===== config.mk =====
export PLATFORM = sky130hd
export DESIGN_NAME = mem_arbiter
export DESIGN_NICKNAME = d
export VERILOG_FILES = /design/src/rtl/mem_arb_pkg.sv /design/src/rtl/mem_arbiter_rr_arb2.sv /design/src/rtl/mem_arbiter.sv
export SDC_FILE = /design/constraint.sdc
export NUM_CORES = 1
export LEC_CHECK = 0
export BUFFER_PORTS_ARGS = -buffer_cell sky130_fd_sc_hd__clkbuf_2
export CORE_AREA = 2 2 121 123
export DETAILED_ROUTE_END_ITERATION = 12
export DIE_AREA = 0 0 123 125
export PLACE_DENSITY = 0.76
export SLEW_MARGIN = 20
export SYNTH_ARGS = -nofsm -noshare
export SYNTH_HDL_FRONTEND = slang
export SYNTH_HIERARCHICAL = 1
export SYNTH_SLANG_ARGS = --single-unit

===== constraint.sdc =====
create_clock -name clk_i -period 3.6 [get_ports clk_i]
set_clock_uncertainty 0.2 [all_clocks]
set_input_delay 0.18 -clock clk_i [delete_from_list [all_inputs] [get_ports clk_i]]
set_output_delay 0.18 -clock clk_i [all_outputs]
set_load 0.05 [all_outputs]

===== src/rtl/mem_arb_pkg.sv =====
// Shared types for the two-master memory arbiter: FSM states, latched request
// bundle, master indices and the round-robin pick helper.
package mem_arb_pkg;

    localparam int REQ_ADDR_W = 32;
    localparam int REQ_DATA_W = 32;
    localparam int REQ_BE_W   = REQ_DATA_W / 8;

    localparam logic MASTER_IF  = 1'b0;
    localparam logic MASTER_LSU = 1'b1;

    typedef enum logic [1:0] {
        IDLE,
        ISSUE,
        RESP
    } state_e;

    typedef struct packed {
        logic                  we;
        logic [REQ_BE_W-1:0]   be;
        logic [REQ_ADDR_W-1:0] addr;
        logic [REQ_DATA_W-1:0] wdata;
    } mem_req_t;

    // With both requesting, the master that did not win last time goes next.
    function automatic logic rr_pick(input logic [1:0] req, input logic last_grant);
        if (req == 2'b11) begin
            return ~last_grant;
        end
        return req[1];
    endfunction

endpackage


===== src/rtl/mem_arbiter_rr_arb2.sv =====
// Two-way round-robin arbiter; remembers the last winner so ties alternate.
module rr_arb2
    import mem_arb_pkg::*;
(
    input  logic       clk_i,
    input  logic       rst_i,
    input  logic [1:0] req_i,
    input  logic       take_i,
    output logic       valid_o,
    output logic       grant_o
);

    logic r_last_grant;

    assign valid_o = |req_i;
    assign grant_o = rr_pick(req_i, r_last_grant);

    // NOTE: clocked state uses non-blocking assignments so every register
    // samples the pre-edge values and simulation matches the synthesized flops.
    always_ff @(posedge clk_i) begin
        if (rst_i) begin
            r_last_grant <= MASTER_LSU;
        end else if (take_i && valid_o) begin
            r_last_grant <= grant_o;
        end
    end

endmodule


===== src/rtl/mem_arbiter.sv =====
// Shares one single-port memory between instruction fetch (master 0) and the
// load/store unit (master 1); every output is driven straight from a flop.
module mem_arbiter
    import mem_arb_pkg::*;
#(
    parameter int TIMEOUT_CYCLES = 16,
    parameter int ADDR_W         = 32,
    parameter int DATA_W         = 32
) (
    input  logic                clk_i,
    input  logic                rst_i,

    input  logic                m0_req_i,
    input  logic                m0_we_i,
    input  logic [DATA_W/8-1:0] m0_be_i,
    input  logic [ADDR_W-1:0]   m0_addr_i,
    input  logic [DATA_W-1:0]   m0_wdata_i,
    output logic [DATA_W-1:0]   m0_rdata_o,
    output logic                m0_ready_o,
    output logic                m0_err_o,

    input  logic                m1_req_i,
    input  logic                m1_we_i,
    input  logic [DATA_W/8-1:0] m1_be_i,
    input  logic [ADDR_W-1:0]   m1_addr_i,
    input  logic [DATA_W-1:0]   m1_wdata_i,
    output logic [DATA_W-1:0]   m1_rdata_o,
    output logic                m1_ready_o,
    output logic                m1_err_o,

    output logic                mem_req_o,
    output logic                mem_we_o,
    output logic [DATA_W/8-1:0] mem_be_o,
    output logic [ADDR_W-1:0]   mem_addr_o,
    output logic [DATA_W-1:0]   mem_wdata_o,
    input  logic [DATA_W-1:0]   mem_rdata_i,
    input  logic                mem_ready_i
);

    localparam int CNT_W = $clog2(TIMEOUT_CYCLES + 1);

    state_e              r_state;
    state_e              w_state_nxt;
    mem_req_t            r_req;
    mem_req_t            w_sel_req;
    logic                r_gnt;
    logic [CNT_W-1:0]    r_cnt;
    logic                r_mem_req;
    logic [1:0]          r_ready;
    logic [1:0]          r_err;
    logic [DATA_W-1:0]   r_rdata [2];

    logic [1:0]          w_elig;
    logic                w_arb_valid;
    logic                w_arb_grant;
    logic                w_take;
    logic                w_mem_req_nxt;
    logic                w_done;
    logic                w_done_err;
    logic                w_rdata_load;
    logic                w_timeout;

    // A master is not eligible in its own ready cycle, so dropping req there
    // cannot cause a spurious second grant.
    assign w_elig    = {m1_req_i & ~r_ready[1], m0_req_i & ~r_ready[0]};
    assign w_timeout = (r_cnt == CNT_W'(TIMEOUT_CYCLES - 1));

    rr_arb2 u_rr_arb2 (
        .clk_i   (clk_i),
        .rst_i   (rst_i),
        .req_i   (w_elig),
        .take_i  (w_take),
        .valid_o (w_arb_valid),
        .grant_o (w_arb_grant)
    );

    always_comb begin
        w_sel_req.we    = w_arb_grant ? m1_we_i    : m0_we_i;
        w_sel_req.be    = w_arb_grant ? m1_be_i    : m0_be_i;
        w_sel_req.addr  = w_arb_grant ? m1_addr_i  : m0_addr_i;
        w_sel_req.wdata = w_arb_grant ? m1_wdata_i : m0_wdata_i;
    end

    always_ff @(posedge clk_i) begin
        if (rst_i) begin
            r_state <= IDLE;
        end else begin
            r_state <= w_state_nxt;
        end
    end

    // NOTE: every signal written here gets a default before the case so no
    // path leaves it unassigned and no latch is inferred.
    always_comb begin
        w_state_nxt   = r_state;
        w_take        = 1'b0;
        w_mem_req_nxt = r_mem_req;
        w_done        = 1'b0;
        w_done_err    = 1'b0;
        w_rdata_load  = 1'b0;
        case (r_state)
            IDLE: begin
                if (w_arb_valid) begin
                    w_take        = 1'b1;
                    w_mem_req_nxt = 1'b1;
                    w_state_nxt   = ISSUE;
                end
            end
            ISSUE: begin
                if (mem_ready_i) begin
                    w_mem_req_nxt = 1'b0;
                    if (r_req.we) begin
                        w_done      = 1'b1;
                        w_state_nxt = IDLE;
                    end else begin
                        w_state_nxt = RESP;
                    end
                end else if (w_timeout) begin
                    w_mem_req_nxt = 1'b0;
                    w_done        = 1'b1;
                    w_done_err    = 1'b1;
                    w_state_nxt   = IDLE;
                end
            end
            RESP: begin
                w_done       = 1'b1;
                w_rdata_load = 1'b1;
                w_state_nxt  = IDLE;
            end
            default: begin
                w_mem_req_nxt = 1'b0;
                w_state_nxt   = IDLE;
            end
        endcase
    end

    // NOTE: the read-data holding registers are reset like the rest because
    // every output must read zero out of reset; they are flops, not a RAM.
    always_ff @(posedge clk_i) begin
        if (rst_i) begin
            r_req     <= '0;
            r_gnt     <= MASTER_IF;
            r_cnt     <= '0;
            r_mem_req <= 1'b0;
            r_ready   <= '0;
            r_err     <= '0;
            for (int i = 0; i < 2; i++) begin
                r_rdata[i] <= '0;
            end
        end else begin
            r_mem_req <= w_mem_req_nxt;
            r_ready   <= '0;
            r_err     <= '0;
            if (w_take) begin
                r_req <= w_sel_req;
                r_gnt <= w_arb_grant;
                r_cnt <= '0;
            end else if (r_state == ISSUE) begin
                r_cnt <= r_cnt + CNT_W'(1);
            end
            if (w_done) begin
                r_ready[r_gnt] <= 1'b1;
                r_err[r_gnt]   <= w_done_err;
            end
            // An aborted read returns zero data; writes leave rdata untouched.
            if (w_done_err && !r_req.we) begin
                r_rdata[r_gnt] <= '0;
            end else if (w_rdata_load) begin
                r_rdata[r_gnt] <= mem_rdata_i;
            end
        end
    end

    assign mem_req_o   = r_mem_req;
    assign mem_we_o    = r_req.we;
    assign mem_be_o    = r_req.be;
    assign mem_addr_o  = r_req.addr;
    assign mem_wdata_o = r_req.wdata;

    assign m0_ready_o  = r_ready[0];
    assign m0_err_o    = r_err[0];
    assign m0_rdata_o  = r_rdata[0];
    assign m1_ready_o  = r_ready[1];
    assign m1_err_o    = r_err[1];
    assign m1_rdata_o  = r_rdata[1];

endmodule

==> run_results.csv <==
group,metric,value,unit
cts,cts_buffer_depth,2,
timing,fmaxAchievable,352,MHz
power_and_ir_drop,power_switching,1530,uW
logic_synthesis,ys_seq_area_share,60.8,%
power_and_ir_drop,pwr_density_cell,487,nW/um^2
cts,clk_latency,410,ps
worst_hold_path,min_path_cells,4,
run_status,status,"complete, no violations",
critical_path,cpPeakStageDelay,600,ps
logic_synthesis,yosys_warnings,6,
grt,first_global_vias,6105,
logic_synthesis,postSynthNetCount,696,
place,dpl.hpwl,11200,um
timing,relSlewSlack,36.6,%
critical_path,crit_family,"buffers and inverters",
worst_hold_path,hp-class,"input pin to register",
logic_synthesis,synth_area_per_cell,11.5,um^2
finish,regArea,3580,um^2
worst_hold_path,min_from,"m1_req_i",
timing,whs,58.6,ps
timing,drv_slew,0,
power_and_ir_drop,clockPowerShare,34.7,%
critical_path,crit_chain,"nor2b_1, a21boi_4, buf_12, mux2i_1, dlygate4sd3_1, o21ai_0",
logic_synthesis,syn_area,5900,um^2
power_and_ir_drop,seqPwrFrac,40.2,%
cts,cts_resized,0,
cts,ctsHtreeMaxLevel,4,
finish,multi_input_area,2190,um^2
logic_synthesis,syn_inst,515,
logic_synthesis,ys_seq_elements,147,
finish,final_cells,1192,
critical_path,rrSetupSlack,760,ps
critical_path,cp.depth,6,
detailed_routing,drt_iter0_drc,307,
cts,cts_buffers,17,
critical_path,worstSetupPathType,"register to register",
critical_path,worstPathArrival,2900,ps
timing,setup_tns,0,ps
timing,period_share,78.9,%
logic_synthesis,synth_adder_area_share,1.27,%
timing,worst_slew_pin_slew,949,ps
critical_path,slowest_stage,"dlygate4sd3_1",
critical_path,cp_max_fo,47,
logic_synthesis,synth_top_family_by_area,"simple AND/OR/NAND/NOR gates",
detailed_routing,antenna_left,0,
floorplanning,core-area,14200,um^2
critical_path,r2r_end,"mem_addr_o[24]",
floorplanning,rows,44,
timing,period_needed,2840,ps
place,io_buffers,312,
grt,grtUsageTotal,25.9,%
power_and_ir_drop,switching_share,31.7,%
floorplanning,dieArea,15400,um^2
power_and_ir_drop,combPwrFrac,25.1,%
logic_synthesis,synthSimpleGateAreaFrac,14.5,%
detailed_routing,drc_errors,0,
job,cap_viol_max_count,0,
critical_path,worstReg2RegStart,"r_ready[1]",
grt,overflow,0,
finish,fin_nets,1176,
floorplanning,fp.dieH,125,um
critical_path,r2r.worst_path.cells,6,
floorplanning,io_pins,313,
detailed_routing,dr.pass1.iters,4,
worst_hold_path,whs_endpoint,"u_rr_arb2/r_last_grant",
critical_path,endpoint_kind,"register",
finish,diodes,0,
logic_synthesis,synth-xor-area-share,0.446,%
critical_path,worst-path-buf-inv,2,
detailed_routing,vias,5840,
power_and_ir_drop,peakVddDrop,0.281,mV
finish,syn_to_final_growth,68.8,%
critical_path,crit_required,3670,ps
cts,cts-root-buf,"clkbuf_16",
detailed_routing,wire_per_inst,16.6,um
timing,rsz0062_at_grt,"false",
cts,clock_sinks,147,
finish,fillers,920,
place,place_inst,988,
logic_synthesis,muxShareOfSynthArea,12.1,%
grt,grt_max_degree,70,
cts,cts_tree,"done",
finish,mostFrequentLayoutCells,"clkbuf_2 (312), dlygate4sd3_1 (172), dfxtp_1 (83)",
place,gp_congestion,0.787,
detailed_routing,drt-total-wl,19800,um
floorplanning,die_width,123,um
finish,drive_above_1_share,36.9,%
logic_synthesis,ys_types,36,
finish,layout_commonest_cell,"clkbuf_2",
cts,clk_pin_slew_worst_paths,60,ps
grt,antenna_found_initial,0,
power_and_ir_drop,p_leak,0.00453,uW
logic_synthesis,synth_compound_gate_area_share,8.11,%
critical_path,cp-start-kind,"register",
power_and_ir_drop,p_int,3310,uW
grt,grt_pass1_wl,30500,um
timing,final-hold-violation-count,0,
floorplanning,start_util,41.5,%
timing,setup_viol_count_final,0,
detailed_routing,viasPerCell,4.90,
power groups by stage:
stage | Sequential [uW] | Combinational [uW] | Clock, uW
after global placement | 1970 | 987 | 0
after floorplan | 2420 | 249 | 0
after detailed placement | 1980 | 995 | 0
final | 1950 | 1220 | 1680
after CTS | 1940 | 1180 | 1710
after global routing | 1960 | 1270 | 1790
stage by stage:
step	total power, uW	area, um^2	setup slack (ps)	utilization, %
2_1_floorplan	2670	5900	368	-
3_3_place_gp	2960	7660	1040	54.0
3_5_place_dp	2970	7660	980	54.0
4_1_cts	4830	9950	891	70.1
5_1_grt	5020	9950	634	70.1
6_report	4840	9950	761	70.1
how the worst max path moves through the flow:
stage	end	slack (ps)	from
2_1_floorplan	r_rdata[0][0]	370	r_cnt[0]
3_3_place_gp	r_rdata[1][7]	1040	r_cnt[0]
3_5_place_dp	r_rdata[1][23]	980	r_cnt[0]
4_1_cts	mem_addr_o[26]	890	r_ready[1]
5_1_grt	mem_addr_o[3]	630	r_ready[1]
6_report	mem_addr_o[24]	760	r_ready[1]
cells by family (layout without fill, tap and decap cells):
logic type	Yosys count	count (layout)
AOI/OAI and AO/OA	84	84
xor gates and xnor gates	3	3
adders and majority gates	6	6
buffers and inverters	37	530
DFF	147	147
muxes	71	71
and+or+nand+nor	167	167
sequential cells by signal, summed over array words and instances, names as in the netlist:
register / count
r_ready: 2
mem_req_o: 1
r_err: 2
r_state: 2
mem_be_o: 4
r_rdata: 64
r_cnt: 5
u_rr_arb2/r_last_grant: 1
mem_we_o: 1
mem_addr_o: 32
mem_wdata_o: 32
r_gnt: 1
Yosys cell counts:
library cell | n | area share, %
nor2b_1 | 5 | 0.53
nand3_1 | 2 | 0.17
o21ai_0 | 60 | 5.1
nand2_1 | 72 | 4.6
nand3b_1 | 1 | 0.13
and3_1 | 2 | 0.21
o21bai_1 | 2 | 0.25
mux2_2 | 1 | 0.19
a21oi_1 | 7 | 0.59
ha_1 | 6 | 1.3
edfxtp_1 | 64 | 33
a21boi_0 | 1 | 0.13
o21bai_2 | 1 | 0.19
dfxtp_1 | 83 | 28
and2b_1 | 1 | 0.13
nand2_2 | 1 | 0.11
a211oi_1 | 2 | 0.25
o21ai_2 | 10 | 1.5
nand2b_1 | 1 | 0.11
xor2_1 | 2 | 0.30
nor2_1 | 9 | 0.57
a31oi_1 | 1 | 0.11
and2_1 | 64 | 6.8
nand4_1 | 1 | 0.11
or2_1 | 1 | 0.11
xnor2_1 | 1 | 0.15
inv_1 | 6 | 0.38
nor3_1 | 1 | 0.085
buf_2 | 12 | 1.0
mux2i_1 | 70 | 12
nor3b_2 | 1 | 0.21
buf_6 | 2 | 0.38
or2_2 | 1 | 0.11
nor3b_1 | 3 | 0.38
clkbuf_1 | 17 | 1.1
or3b_2 | 1 | 0.15
worst register-to-register path: cells and delay by family, from the launching register on:
kind,cells,cell delay [ps]
buf+inv,2,970
simple gates,1,180
compound gates,2,670
flops,1,320
mux,1,350
per-layer routing:
layer,global-route usage (%),up-vias,wire (um)
met5,0,-,0
met4,18.3,0,1340
met3,5.98,89,1440
met2,44.0,354,9760
met1,28.0,2658,7220
li1,-,2739,-
repair_timing:
action                                 in CTS  in global routing
endpoints found under the hold margin     139                  0
buffers inserted                            0                  0
hold buffers                              172                  0
area by class of cell:
type                            count  area share, %
Clock buffer                       18           4.31
Sequential cell                   147           36.0
Timing Repair Buffer              492           33.7
Multi-Input combinational cell    331           22.0
Inverter                            6          0.226
Clock inverter                     14           1.40
Tap cell                          184           2.31
Power figures use the tool's default switching activity.
